--- src/rtl/mux_arb.sv ---
// Two-requester arbiter with a registered 2:1 data path: ties alternate, and the grant is held while the request stays high.
// Define MUX_ARB_HOLD_LIMIT_EN to force a handover after HOLD_MAX consecutive grant cycles when the other side waits.
module mux_arb #(
    parameter int W        = 1,
    parameter int HOLD_MAX = 4
) (
    input  logic         clk,
    input  logic         rst_n,
    input  logic         req0,
    input  logic         req1,
    input  logic [W-1:0] A,
    input  logic [W-1:0] B,
    output logic         gnt0,
    output logic         gnt1,
    output logic         Sel,
    output logic [W-1:0] Y,
    output logic         Y_vld
);

    typedef enum logic [1:0] {
        IDLE,
        GNT0,
        GNT1
    } state_t;

    state_t state;
    state_t state_nxt;
    logic   last;
    logic   at_limit;

`ifdef MUX_ARB_HOLD_LIMIT_EN
    localparam logic [7:0] HOLD_LAST = 8'(HOLD_MAX - 1);
    logic [7:0] hold_cnt;

    assign at_limit = (hold_cnt == HOLD_LAST);
`else
    // Without the hold limit HOLD_MAX has no effect, so the limit never fires.
    assign at_limit = (HOLD_MAX < 0);
`endif

    always_comb begin
        // NOTE: default assignment first so no path through the case can infer a latch.
        state_nxt = state;
        case (state)
            IDLE: begin
                if (req0 && req1)
                    state_nxt = last ? GNT0 : GNT1;
                else if (req0)
                    state_nxt = GNT0;
                else if (req1)
                    state_nxt = GNT1;
            end
            GNT0: begin
                if (!req0)
                    state_nxt = req1 ? GNT1 : IDLE;
                else if (at_limit && req1)
                    state_nxt = GNT1;
            end
            GNT1: begin
                if (!req1)
                    state_nxt = req0 ? GNT0 : IDLE;
                else if (at_limit && req0)
                    state_nxt = GNT0;
            end
            default: state_nxt = IDLE;
        endcase
    end

    // NOTE: all state uses non-blocking assignments so every register samples pre-edge values.
    always_ff @(posedge clk or negedge rst_n) begin
        if (!rst_n) begin
            state <= IDLE;
            gnt0  <= 1'b0;
            gnt1  <= 1'b0;
            Sel   <= 1'b0;
            Y     <= '0;
            Y_vld <= 1'b0;
            last  <= 1'b1;
`ifdef MUX_ARB_HOLD_LIMIT_EN
            hold_cnt <= '0;
`endif
        end else begin
            state <= state_nxt;
            gnt0  <= (state_nxt == GNT0);
            gnt1  <= (state_nxt == GNT1);

            // Sel and last only move when a grant is active; IDLE keeps both.
            if (state_nxt == GNT0) begin
                Sel  <= 1'b0;
                last <= 1'b0;
            end else if (state_nxt == GNT1) begin
                Sel  <= 1'b1;
                last <= 1'b1;
            end

            // Data follows the grant that was active during the cycle just ended.
            if (state == GNT0) begin
                Y     <= A;
                Y_vld <= 1'b1;
            end else if (state == GNT1) begin
                Y     <= B;
                Y_vld <= 1'b1;
            end else begin
                Y_vld <= 1'b0;
            end

`ifdef MUX_ARB_HOLD_LIMIT_EN
            if (state_nxt != state)
                hold_cnt <= '0;
            else if (state != IDLE && !at_limit)
                hold_cnt <= hold_cnt + 8'd1;
`endif
        end
    end

endmodule
--- config.mk ---
export PLATFORM = sky130hd
export DESIGN_NAME = mux_arb
export DESIGN_NICKNAME = d
export VERILOG_FILES = /design/src/rtl/mux_arb.sv
export SDC_FILE = /design/constraint.sdc
export NUM_CORES = 1
export LEC_CHECK = 0
export ABC_AREA = 1
export CAP_MARGIN = 30
export CORE_AREA = 5 5 42 44
export DETAILED_ROUTE_END_ITERATION = 16
export DIE_AREA = 0 0 47 49
export SYNTH_ARGS = -nofsm -noshare
export SYNTH_HDL_FRONTEND = slang
export SYNTH_SLANG_ARGS = --single-unit
--- constraint.sdc ---
create_clock -name clk -period 2.5 [get_ports clk]
set_input_delay 0.5 -clock clk [delete_from_list [all_inputs] [get_ports clk]]
set_output_delay 0.5 -clock clk [all_outputs]
set_load 0.02 [all_outputs]
==> Word-level counts from Yosys, hierarchy flattened <==
Cells that the tools add are included.
{ "word_totals": {"register_bits": 8, "in_bits": 6, "output_inout_bits": 5, "wordCells": 30} }
{ "op_classes": {"eq_ne": 4, "muxes": 15, "n_reduce_logical": 4} }
{ "ops": {"columns": ["cell", "n"], "rows": [
  ["two-way mux 2 bit", 7],
  ["two-way mux 1 bit", 7],
  ["case mux 2 bit (3 select lines)", 1],
  ["== test 2 x 1 -> 1 bit (second input constant)", 2],
  ["== test 2 bit (second input constant)", 2],
  ["nonzero test 2 bit", 2],
  ["logical NOT 2 bit", 1],
  ["logical AND 1 bit", 1]
]} }

==> Longest topological paths before layout <==
{ "depth": {"word_depth": 7, "mapped_depth": 10, "mapped_depth_nobuf": 10} }

==> Worst setup path before layout <==
Ideal clock, no wire load.
{ "synth_path": {"path_kind": "register to register", "from": "register state[1]", "to": "register Sel", "setup_ns": 0.065, "arrival_ns": 1.622, "required_ns": 2.435, "path_slack_ns": 0.813, "path_stages_with_launch": 11, "n_path_buf": 0, "synth_period_minus_slack_ns": 1.687, "cell_sequence": "dfrtp_1 -> inv_1 -> ha_1 -> nand3_1 -> nand2_1 -> nand2_1 -> nand2_1 -> nand2_1 -> ha_1 -> or2_2 -> nand2_1"} }
{ "synth_between": {"elab_chain_len": 6, "word_cells_on_any_way": 13, "classes_between": "eq/ne (4); mux (7); reduce/logical (2)"} }
{ "synth_rtl": {"columns": ["item", "line", "rtl"], "rows": [
  ["from (decl)", "26", "state_t state;"],
  ["from (signal assigned)", "83", "state <= state_nxt;"],
  ["two-way mux 2 bit", "50", "else if (req1)"],
  ["two-way mux 2 bit", "48", "else if (req0)"],
  ["two-way mux 2 bit", "46", "if (req0 && req1)"],
  ["case mux 2 bit (3 select lines) (*)", "44", "case (state)"],
  ["== test 2 x 1 -> 1 bit or == test 2 bit (tied branches)", "88, 91", null],
  ["two-way mux 1 bit or nonzero test 2 bit (tied branches)", null, null],
  ["to (signal assigned)", "75", "Sel <= 1'b0;"],
  ["to (signal assigned)", "89", "Sel <= 1'b0;"],
  ["to (signal assigned)", "92", "Sel <= 1'b1;"],
  ["to (decl)", "15", "output logic Sel,"]
]} }
Every way passes the cells marked *; elsewhere a longest branch is shown, timed or not.
A chain may end at the register's enable or synchronous reset.

==> Final worst setup path <==
{ "layout_path": {"from": "input req0", "to": "register Sel"} }
{ "layout_between": {"elab_chain_len": 5, "word_cells_on_any_way": 11, "classes_between": "eq/ne (2); mux (7); reduce/logical (2)"} }
{ "layout_rtl": {"columns": ["item", "line", "rtl"], "rows": [
  ["from (decl)", "9", "input logic req0,"],
  ["two-way mux 2 bit or logical AND 1 bit (tied branches)", "48, 46", null],
  ["two-way mux 2 bit", "46", null],
  ["case mux 2 bit (3 select lines) (*)", "44", null],
  ["via state_nxt[1]", "27", "state_t state_nxt;"],
  ["== test 2 x 1 -> 1 bit or == test 2 bit (tied branches)", "88, 91", null],
  ["two-way mux 1 bit or nonzero test 2 bit (tied branches)", null, null]
]} }
Mark *: on every way through the listed nets, which the timed path passes. The rest lies on a longest branch.

==> impl_metrics.env <==
export IMPL_status="finished clean"
export IMPL_ys_top_cells_by_area="dfrtp_1, ha_1, nand2_1"
export IMPL_cts_tree="built"
export IMPL_critical_path_top_delay_family="simple AND/OR/NAND/NOR gates"
export IMPL_maxSlewHeadroom_pct=75.4
export IMPL_cp_endpoint="Sel"
export IMPL_stdcell_area_um2=598
export IMPL_r2r_setup_slack_ns=0.63
export IMPL_worst_endpoint_required_ns=2.69
export IMPL_syn_area_um2=452
export IMPL_hpwl_um=737
export IMPL_multi_input_area_um2=228
export IMPL_n_fill_cell=152
export IMPL_finalSetupViolCount=0
export IMPL_max_freq_mhz=498
export IMPL_core_area_um2=1400
export IMPL_synth_largest_area_cell="dfrtp_1"
export IMPL_antennaDiodeCount=0
export IMPL_grt_pass1_vias=379
export IMPL_start_util_pct=32.2
export IMPL_synth_top_family_by_area="simple AND/OR/NAND/NOR gates"
export IMPL_endpoint_kind="register"
export IMPL_clockBufferDepth=2
export IMPL_root_buffer="clkbuf_4"
export IMPL_wl_met2_um=447
export IMPL_syn_nets=66
export IMPL_holdBufCountCts=0
export IMPL_r2r_end="Sel"
export IMPL_post_route_util_pct=42.7
export IMPL_ant_nets=0
export IMPL_pin_count=11
export IMPL_drtPass1Iterations=6
export IMPL_crit_path_cell_trace="clkdlybuf4s50_1 -> nand3_1 -> nand2_1 -> nor2_1 -> nor2_1 -> nor2_1 -> ha_1 -> or2_2 -> nand2_1"
export IMPL_syn2layout_area_growth_pct=32.4
export IMPL_crit_buf_inv=1
export IMPL_p_leak_nw=0.303
export IMPL_seqCellArea_um2=201
export IMPL_final_setup_tns_ns=0
export IMPL_synth_compound_area_share_pct=7.76
export IMPL_synth_top_cell_area_share_pct=38.8
export IMPL_rows=14
export IMPL_place_gp_congestion=0.728
export IMPL_top_layer="met4"
export IMPL_clk_latency_ns=0.25
export IMPL_ir_drop_uv=762
export IMPL_crit_path_start="req0"
export IMPL_critPathSlowestCell="clkdlybuf4s50_1"
export IMPL_grtUsageTotal_pct=9.30
export IMPL_antenna_found_initial=0
export IMPL_cts_htree_levels=1
export IMPL_drt_wl_total_um=895
export IMPL_synth_mux_area_share_pct=0
export IMPL_drt_iter0_drc=4
export IMPL_powerDensity_nw_per_um2=1250
export IMPL_synth_xor_xnor_area_share_pct=0
export IMPL_ys_seq_area_share_pct=44.6
export IMPL_grt_max_degree=9
export IMPL_rsz0062_at_grt="false"
export IMPL_min_path_type="register to register"
export IMPL_dieWidth_um=47
export IMPL_worstMarginPinSlew_ns=0.367
export IMPL_yosysWarnings=0
export IMPL_hold_viol_final=0
export IMPL_cts_resized_gates=0
export IMPL_synthSimpleGateAreaFrac_pct=23.3
export IMPL_layout_min_cycle_time_ns=2.01
export IMPL_path_max_fanout=6
export IMPL_clk_pin_slew_ns=0.06
export IMPL_clkSinkCount=8
export IMPL_synthDistinctLibCells=14
export IMPL_drive_above_1_share_pct=10.4
export IMPL_post_drt_wl_per_cell_um=10.8
export IMPL_dr_wl_met3_um=53
export IMPL_slew_violations=0
export IMPL_grt_pass1_wl_um=1550
export IMPL_critical_path_class="input pin to register"
export IMPL_critPathMostFrequentCell="nor2_1"
export IMPL_syn_inst=53
export IMPL_synth_seq_cells=8
export IMPL_critPathArrivalTime_ns=2.20
export IMPL_finalCritPeriodShare_pct=80.4
export IMPL_syn_area_per_cell_um2=8.52
export IMPL_avgViaCountPerCell=4.71
export IMPL_fp_dieArea_um2=2300
export IMPL_start_kind="input pin"
export IMPL_r2r_cells=10
export IMPL_cap_viol_max_count=0
export IMPL_finalClockSkew_ns=0.000720
export IMPL_drc=0
export IMPL_wl_met1_um=386
export IMPL_cp_depth=9
export IMPL_post_dp_cell_area_um2=572
export IMPL_synthAdderAreaFrac_pct=19.4
export IMPL_die_y_um=49
export IMPL_vias=391
export IMPL_cts_made_buffers=3
export IMPL_r2r_start="state[1]"
export IMPL_num_nets_final=81
export IMPL_io_buffer_count=10
export IMPL_slowest_delay_ns=0.51
export IMPL_post_cts_buffers=0
export IMPL_overflow=0
worst register-to-register path: cells and delay by family (launching register included):
kind | cells | cell delay, ns
flops | 1 | 0.42
simple gates | 7 | 0.76
buf+inv | 1 | 0.11
fa+ha+maj | 2 | 0.53
cell families (layout without fill, tap and decap cells):
family	after synthesis	count (layout)
adder cells (fa/ha/maj)	7	7
AO/OA/AOI/OAI	6	6
AND/OR/NAND/NOR	26	26
buffers and inverters	6	20
flip-flops	8	8
where the power goes:
part | switching [mW] | leakage (nW) | internal (mW)
logic | 0.228 | 0.191 | 0.176
clock network | 0.0454 | 0.0150 | 0.0612
registers | 0.0361 | 0.0967 | 0.200
sequential cells by signal, summed over array words and instances (netlist names):
signal / flops
Sel: 1
Y: 1
Y_vld: 1
last: 1
gnt0: 1
gnt1: 1
state: 2
metrics by stage:
| step | total power [mW] | worst slack, ns | cells | hold slack (ns) |
|---|---|---|---|---|
| 2_1_floorplan | 0.499 | 0.813 | 53 | 0.204 |
| 3_3_place_gp | 0.634 | 0.268 | 79 | 0.466 |
| 3_5_place_dp | 0.648 | 0.243 | 79 | 0.470 |
| 4_1_cts | 0.760 | 0.494 | 83 | 0.478 |
| 5_1_grt | 0.816 | 0.345 | 83 | 0.498 |
| 6_report | 0.747 | 0.491 | 83 | 0.471 |
layout by cell type, fill, tap and decap left out, types with 2 or more instances in the layout:
| master | n |
|---|---|
| nor2_1 | 4 |
| inv_1 | 5 |
| dfrtp_1 | 7 |
| clkdlybuf4s50_1 | 10 |
| o21ai_0 | 2 |
| ha_1 | 7 |
| clkbuf_4 | 3 |
| nand3_1 | 4 |
| nand2_1 | 17 |
cell type report:
type / count / share of cell area [%]
Multi-Input combinational cell: 39 / 38.1
Sequential cell: 8 / 33.7
Timing Repair Buffer: 10 / 16.7
Clock buffer: 4 / 4.39
Inverter: 6 / 3.77
Tap cell: 16 / 3.35
worst min-delay path by stage:
stage / startpoint / end / slack, ns / depth (start not counted)
finish: last / last / 0.47 / 2
global route: last / last / 0.50 / 2
CTS: last / last / 0.48 / 2
detailed placement: last / last / 0.47 / 2
global placement: last / last / 0.47 / 2
floorplan: rst_n / Sel / 0.20 / 0
cells in the mapped netlist:
master,number
nand2_1,17
o21ai_1,1
inv_2,1
o21ai_0,2
inv_1,5
dfrtp_1,7
dfstp_2,1
or2_2,1
nor2_1,4
a21oi_2,1
ha_1,7
nand3_1,4
a21oi_1,1
a31oi_1,1
metal layers:
layer | global-route usage (%) | up-vias
met1 | 11.5 | 186
li1 | - | 195
met3 | 3.32 | 2
met2 | 14.0 | 8
met4 | 4.15 | 0
met5 | 0 | -
(Power assumes the default switching activity.)
